[config.mk]
export PLATFORM = sky130hd
export DESIGN_NAME = game_flow_ctrl
export DESIGN_NICKNAME = d
export VERILOG_FILES = /design/src/rtl/game_flow_ctrl.sv
export SDC_FILE = /design/constraint.sdc
export NUM_CORES = 1
export LEC_CHECK = 0
export ABC_AREA = 1
export CAP_MARGIN = 40
export CORE_MARGIN = 4
export CORE_UTILIZATION = 40
export DETAILED_ROUTE_END_ITERATION = 12
export DONT_BUFFER_PORTS = 1
export GPL_TIMING_DRIVEN = 0
export PLACE_DENSITY = 0.65
export RECOVER_POWER = 25
export SLEW_MARGIN = 30
export SYNTH_ARGS = -nofsm -noshare
export SYNTH_HDL_FRONTEND = slang
export SYNTH_SLANG_ARGS = --single-unit
[constraint.sdc]
create_clock -name clk -period 2.83 [get_ports clk]
set_clock_uncertainty 0.2 [all_clocks]
set_input_delay 0.566 -clock clk [delete_from_list [all_inputs] [get_ports clk]]
set_output_delay 0.566 -clock clk [all_outputs]
set_load 0.005 [all_outputs]
[src/rtl/game_flow_ctrl.sv]
// Game-flow sequencer: IDLE/RUN/LATCH/DEAD life cycle, score-counter control,
// BCD high-score capture and speed level derived from the live score.
module game_flow_ctrl #(
   parameter int          HOLD_TICKS = 30,
   parameter logic [15:0] SPD1_BCD   = 16'h0100,
   parameter logic [15:0] SPD2_BCD   = 16'h0300,
   parameter logic [15:0] SPD3_BCD   = 16'h0600
) (
   input  logic        clk,
   input  logic        rst,
   input  logic        btn,
   input  logic        collision,
   input  logic        game_tick,
   input  logic [15:0] score,
   output logic        game_start,
   output logic        game_frozen,
   output logic [1:0]  state,
   output logic [15:0] hi_score,
   output logic        new_hi,
   output logic [1:0]  speed
);

   localparam logic [1:0] IDLE  = 2'd0;
   localparam logic [1:0] RUN   = 2'd1;
   localparam logic [1:0] LATCH = 2'd2;
   localparam logic [1:0] DEAD  = 2'd3;

   localparam int             HW       = (HOLD_TICKS < 1) ? 1 : $clog2(HOLD_TICKS + 1);
   localparam logic [HW-1:0]  HOLD_MAX = HW'(HOLD_TICKS);

   logic [1:0]    state_q, state_d;
   logic          start_q, start_d;
   logic          frozen_q, frozen_d;
   logic [15:0]   hi_q, hi_d;
   logic          new_hi_q, new_hi_d;
   logic [1:0]    speed_q, speed_d;
   logic [HW-1:0] hold_q, hold_d;
   logic          btn_q;
   logic          btn_rise;
   logic [1:0]    speed_lvl;

   assign btn_rise = btn & ~btn_q;

   // Packed BCD compares correctly as plain unsigned binary.
   always_comb begin
      speed_lvl = 2'd0;
      if (score >= SPD3_BCD)
         speed_lvl = 2'd3;
      else if (score >= SPD2_BCD)
         speed_lvl = 2'd2;
      else if (score >= SPD1_BCD)
         speed_lvl = 2'd1;
   end

   always_comb begin
      state_d  = state_q;
      start_d  = 1'b0;
      frozen_d = frozen_q;
      hi_d     = hi_q;
      new_hi_d = new_hi_q;
      speed_d  = speed_q;
      hold_d   = hold_q;
      case (state_q)
         IDLE: begin
            frozen_d = 1'b1;
            if (btn_rise) begin
               state_d  = RUN;
               start_d  = 1'b1;
               frozen_d = 1'b0;
               new_hi_d = 1'b0;
               speed_d  = 2'd0;
            end
         end
         RUN: begin
            frozen_d = 1'b0;
            if (collision) begin
               state_d  = LATCH;
               frozen_d = 1'b1;
            end else begin
               speed_d = speed_lvl;
            end
         end
         LATCH: begin
            if (score > hi_q) begin
               hi_d     = score;
               new_hi_d = 1'b1;
            end
            state_d = DEAD;
            hold_d  = '0;
         end
         default: begin
            frozen_d = 1'b1;
            if (game_tick && hold_q != HOLD_MAX)
               hold_d = hold_q + 1'b1;
            // Early presses are dropped; only a press after the hold counts.
            if (btn_rise && hold_q == HOLD_MAX) begin
               state_d  = RUN;
               start_d  = 1'b1;
               frozen_d = 1'b0;
               new_hi_d = 1'b0;
               speed_d  = 2'd0;
            end
         end
      endcase
   end

   always_ff @(posedge clk) begin
      if (rst) begin
         state_q  <= IDLE;
         start_q  <= 1'b0;
         frozen_q <= 1'b1;
         hi_q     <= 16'h0000;
         new_hi_q <= 1'b0;
         speed_q  <= 2'd0;
         hold_q   <= '0;
         btn_q    <= 1'b0;
      end else begin
         state_q  <= state_d;
         start_q  <= start_d;
         frozen_q <= frozen_d;
         hi_q     <= hi_d;
         new_hi_q <= new_hi_d;
         speed_q  <= speed_d;
         hold_q   <= hold_d;
         btn_q    <= btn;
      end
   end

   assign game_start  = start_q;
   assign game_frozen = frozen_q;
   assign state       = state_q;
   assign hi_score    = hi_q;
   assign new_hi      = new_hi_q;
   assign speed       = speed_q;

endmodule

# Word-level counts from Yosys, hierarchy flattened
# Cells that the tools add are included.
[classes]
addsub = 1
order_cmp = 4
n_eq_ne = 8
muxes = 24
n_bitwise = 5
n_reduce_logical = 14
[op_table]
columns = ["op", "n"]
rows = [
  ["$ge A16 B10 Y1 const B", 1],
  ["$ge A16 B11 Y1 const B", 1],
  ["$ge A16 B9 Y1 const B", 1],
  ["$gt A16 B16 Y1", 1],
  ["$mux W2", 8],
  ["$pmux W2 S3", 2],
  ["$pmux W5 S2", 1],
  ["$mux W1", 9],
  ["$ne A2 B2 Y1 const B", 4],
  ["$reduce_and A4 Y1", 2],
  ["$pmux W1 S3", 2],
  ["$reduce_bool A3 Y1", 2],
  ["$add A5 B1 Y5 const B", 1],
  ["$eq A5 B5 Y1 const B", 1],
  ["$mux W5", 1],
  ["$ne A5 B5 Y1 const B", 1],
  ["$not A1 Y1", 4],
  ["$reduce_and A2 Y1", 2],
  ["$reduce_bool A4 Y1", 1],
  ["$reduce_or A2 Y1", 2],
  ["$reduce_and A3 Y1", 1],
  ["$eq A2 B1 Y1 const B", 1],
  ["$eq A2 B2 Y1 const B", 1],
  ["$logic_and A1 B1 Y1", 2],
  ["other kinds (4)", 4],
]
[totals]
ff_bits = 29
in_bits = 21
out_inout_bits = 23

# Logic depth before layout (Yosys ltp)
[depth]
depth_word = 6
depth_mapped = 16
depth_no_buf = 15

# Worst setup path before layout
# Ideal clock, no wire load.
[synth_timing]
path_kind = "in2reg"
startpoint = "input score[15]"
endpoint = "register hi_q[0] (netlist: hi_score[0])"
setup_ns = 0.109
arrival_time_ns = 1.768
required_ns = 2.521
slack_ns = 0.753
path_stages = 10
path_buffers = 1
path_cell_list = "ha_1 a21oi_1 o21ai_0 a21oi_1 nand2_4 nand3_4 buf_6 nand2_2 inv_2 nor2_2"
[synth_via]
elab_chain_len = 2
[synth_rtl]
columns = ["element", "line_no", "source"]
rows = [
  ["start: declaration", "14", "input logic [15:0] score,"],
  ["$gt A16 B16 Y1", "84", "if (score > hi_q) begin"],
  ["$reduce_and A2 Y1 (no line)", "--", ""],
  ["end signal: assignment", "121", "hi_q <= hi_d;"],
  ["end: declaration", "34", "logic [15:0] hi_q, hi_d;"],
]
# No other way between the ends.
# A chain may end at the register's enable or synchronous reset.

# Final worst setup path
[layout_timing]
startpoint = "register hi_q[11] (netlist: hi_score[11])"
endpoint = "register hi_q[3] (netlist: hi_score[3])"
[layout_via]
elab_chain_len = 2
[layout_rtl]
columns = ["element", "line_no"]
rows = [
  ["$gt A16 B16 Y1", "84"],
  ["$reduce_and A2 Y1 (no line)", "--"],
]
# No other way between the ends.

==> flow_summary.json <==
{
  "p_per_area_mw_per_mm2": 838,
  "synth_fp_nets": 334,
  "place_hpwl_um": 3290,
  "gr-usage-all-layers": 0.154,
  "worst_pin_slew_ns": 0.463,
  "final_cell_mix": "inv_1, nand2_1, nor2_1, dfxtp_1, ha_1",
  "nNetsFinal": 341,
  "setup_tns_ns": 0,
  "wire_per_inst_um": 11.8,
  "final-hold-violation-count": 0,
  "fmax_ghz": 0.463,
  "dpl_cell_area_mm2": 0.00205,
  "end_kind": "flop",
  "rsz0062_at_grt": "no",
  "dr.first_iter.drc_count": 65,
  "dr.pass1.iters": 4,
  "htreeDepth": 2,
  "cts_tree": "built",
  "start_util": 0.414,
  "antenna_found_initial": 0,
  "drive_above_1_share": 0.104,
  "synth_warnings": 0,
  "rows": 25,
  "finalMaxSlewViolations": 0,
  "yosysTopAreaCellShare": 0.295,
  "clk_pin_slew_ns": 0.06,
  "portBuffers": 0,
  "cts_setup_buffers": 0,
  "p_leak_uw": 0.00108,
  "die_w_um": 78.1,
  "avgViaCountPerCell": 4.68,
  "setup_violations": 0,
  "yosys.area.top_type": "dfxtp_1",
  "die_y_um": 78.1,
  "cp_max_fo": 10,
  "required_ns": 2.81,
  "netlist_top_cells_area": "dfxtp_1, ha_1, inv_1, nand2_1, nand4_1",
  "final_util": 0.449,
  "worstSetupStartpointType": "flop",
  "grt_overflow": 0,
  "pin_count": 44,
  "area_growth_syn_to_layout_pct": 8.46,
  "post-route-period-util": 0.764,
  "crit_arrival_ns": 2.15,
  "clock_latency_ns": 0.29,
  "clockBufferDepth": 2,
  "period_needed_ns": 2.16,
  "fillers": 518,
  "vdd_drop_max_uv": 440,
  "core_mm2": 0.00475,
  "synthCells": 290,
  "path_class": "reg -> reg",
  "grt_start_max_net_pins": 11,
  "gp_congestion": 0.814,
  "ys_seq_area_frac": 0.295,
  "place_ws_ns": 0.546,
  "grt_pass1_vias": 1665,
  "cts_buffers": 5,
  "postSynthAreaPerCell_um2": 6.79,
  "drv_cap": 0,
  "fin_ws_ns": 0.668,
  "vias": 1709,
  "yosys_register_bits": 29,
  "cts_sinks": 29,
  "post_cts_resized": 0,
  "dieArea_mm2": 0.00611,
  "synth.distinct_cells": 27,
  "antenna_cells": 0,
  "grt_pass1_wl_um": 7490,
  "drcViolationCount": 0,
  "wl_um": 4300,
  "drtAntennaViolNets": 0,
  "root_buffer": "clkbuf_8",
  "outcome": "completed",
  "min_path_type": "in -> reg",
  "fin_area_mm2": 0.00213,
  "ctsHoldBuffers": 0,
  "final_common_cell": "inv_1",
  "synth_area_mm2": 0.00197,
  "slew_headroom": 0.692
}
==> cell families after synthesis <==
group / after synthesis / synth area share
simple gates: 129 / 0.314
flops: 29 / 0.295
xor+xnor: 2 / 0.00890
compound gates: 31 / 0.0846
fa+ha+maj: 23 / 0.146
buf+inv: 76 / 0.151
==> worst max-delay path, cell delays in order, from the launching register on <==
cell and delay, ns:
dfxtp_1 0.36, inv_1 0.09, ha_1 0.31, nand4_1 0.14
nor3_4 0.19, nand3_2 0.23, nand3_4 0.21, buf_6 0.19
nand2_2 0.06, inv_1 0.05, nor2_1 0.04
==> cell usage after synthesis, drive strengths merged <==
cell / n
nor2: 32
a21oi: 15
ha: 23
inv: 69
clkbuf: 2
nand3: 9
nor3: 3
nand4: 18
o211ai: 1
a21o: 1
a211oi: 2
and3: 1
o21ai: 11
dfxtp: 29
xor2: 1
nand2: 66
buf: 5
o22ai: 1
xnor2: 1
==> registers in the layout (all words and copies together) (netlist names) <==
register     flops
speed            2
hi_score        16
game_start       1
btn_q            1
hold_q           5
new_hi           1
game_frozen      1
state            2
==> power breakdown <==
group	internal, uW	total, uW	switching, uW
clock network	170	336	166
logic	306	834	528
registers	522	619	96.5
total	998	1790	791
==> worst paths after layout <==
kind         slack, ns    startpoint  cells after the start     endpoint
min               0.14           rst                      1    hold_q[0]
max reg2reg       0.67  hi_score[11]                     10  hi_score[3]
min reg2reg       0.28        new_hi                      2       new_hi
max               0.67  hi_score[11]                     10  hi_score[3]
==> layout make-up <==
type,instances,area [um^2],share of cell area
plain buffers,7,38.8,0.0182
clock buffers,6,72.6,0.0340
clock inverters,2,10.0,0.00469
inverters,69,259,0.121
multi-input cells,185,1090,0.511
flip-flops and latches,29,581,0.272
well taps,67,83.8,0.0393
==> per-layer routing <==
layer / vias to the layer above / global-route usage / share of wire
met5: - / 0 / 0
met4: 0 / 0.0629 / 0.017
met3: 8 / 0.0631 / 0.083
met2: 36 / 0.257 / 0.44
met1: 745 / 0.173 / 0.46
li1: 920 / - / -
==> metrics by stage <==
stage / hold slack [ns] / cells / total power (uW)
floorplan: 0.245 / 290 / 1290
global placement: 0.281 / 357 / 1450
detailed placement: 0.284 / 357 / 1470
CTS: 0.137 / 365 / 1810
global route: 0.126 / 365 / 1980
finish: 0.143 / 365 / 1790
(Power assumes the default switching activity.)
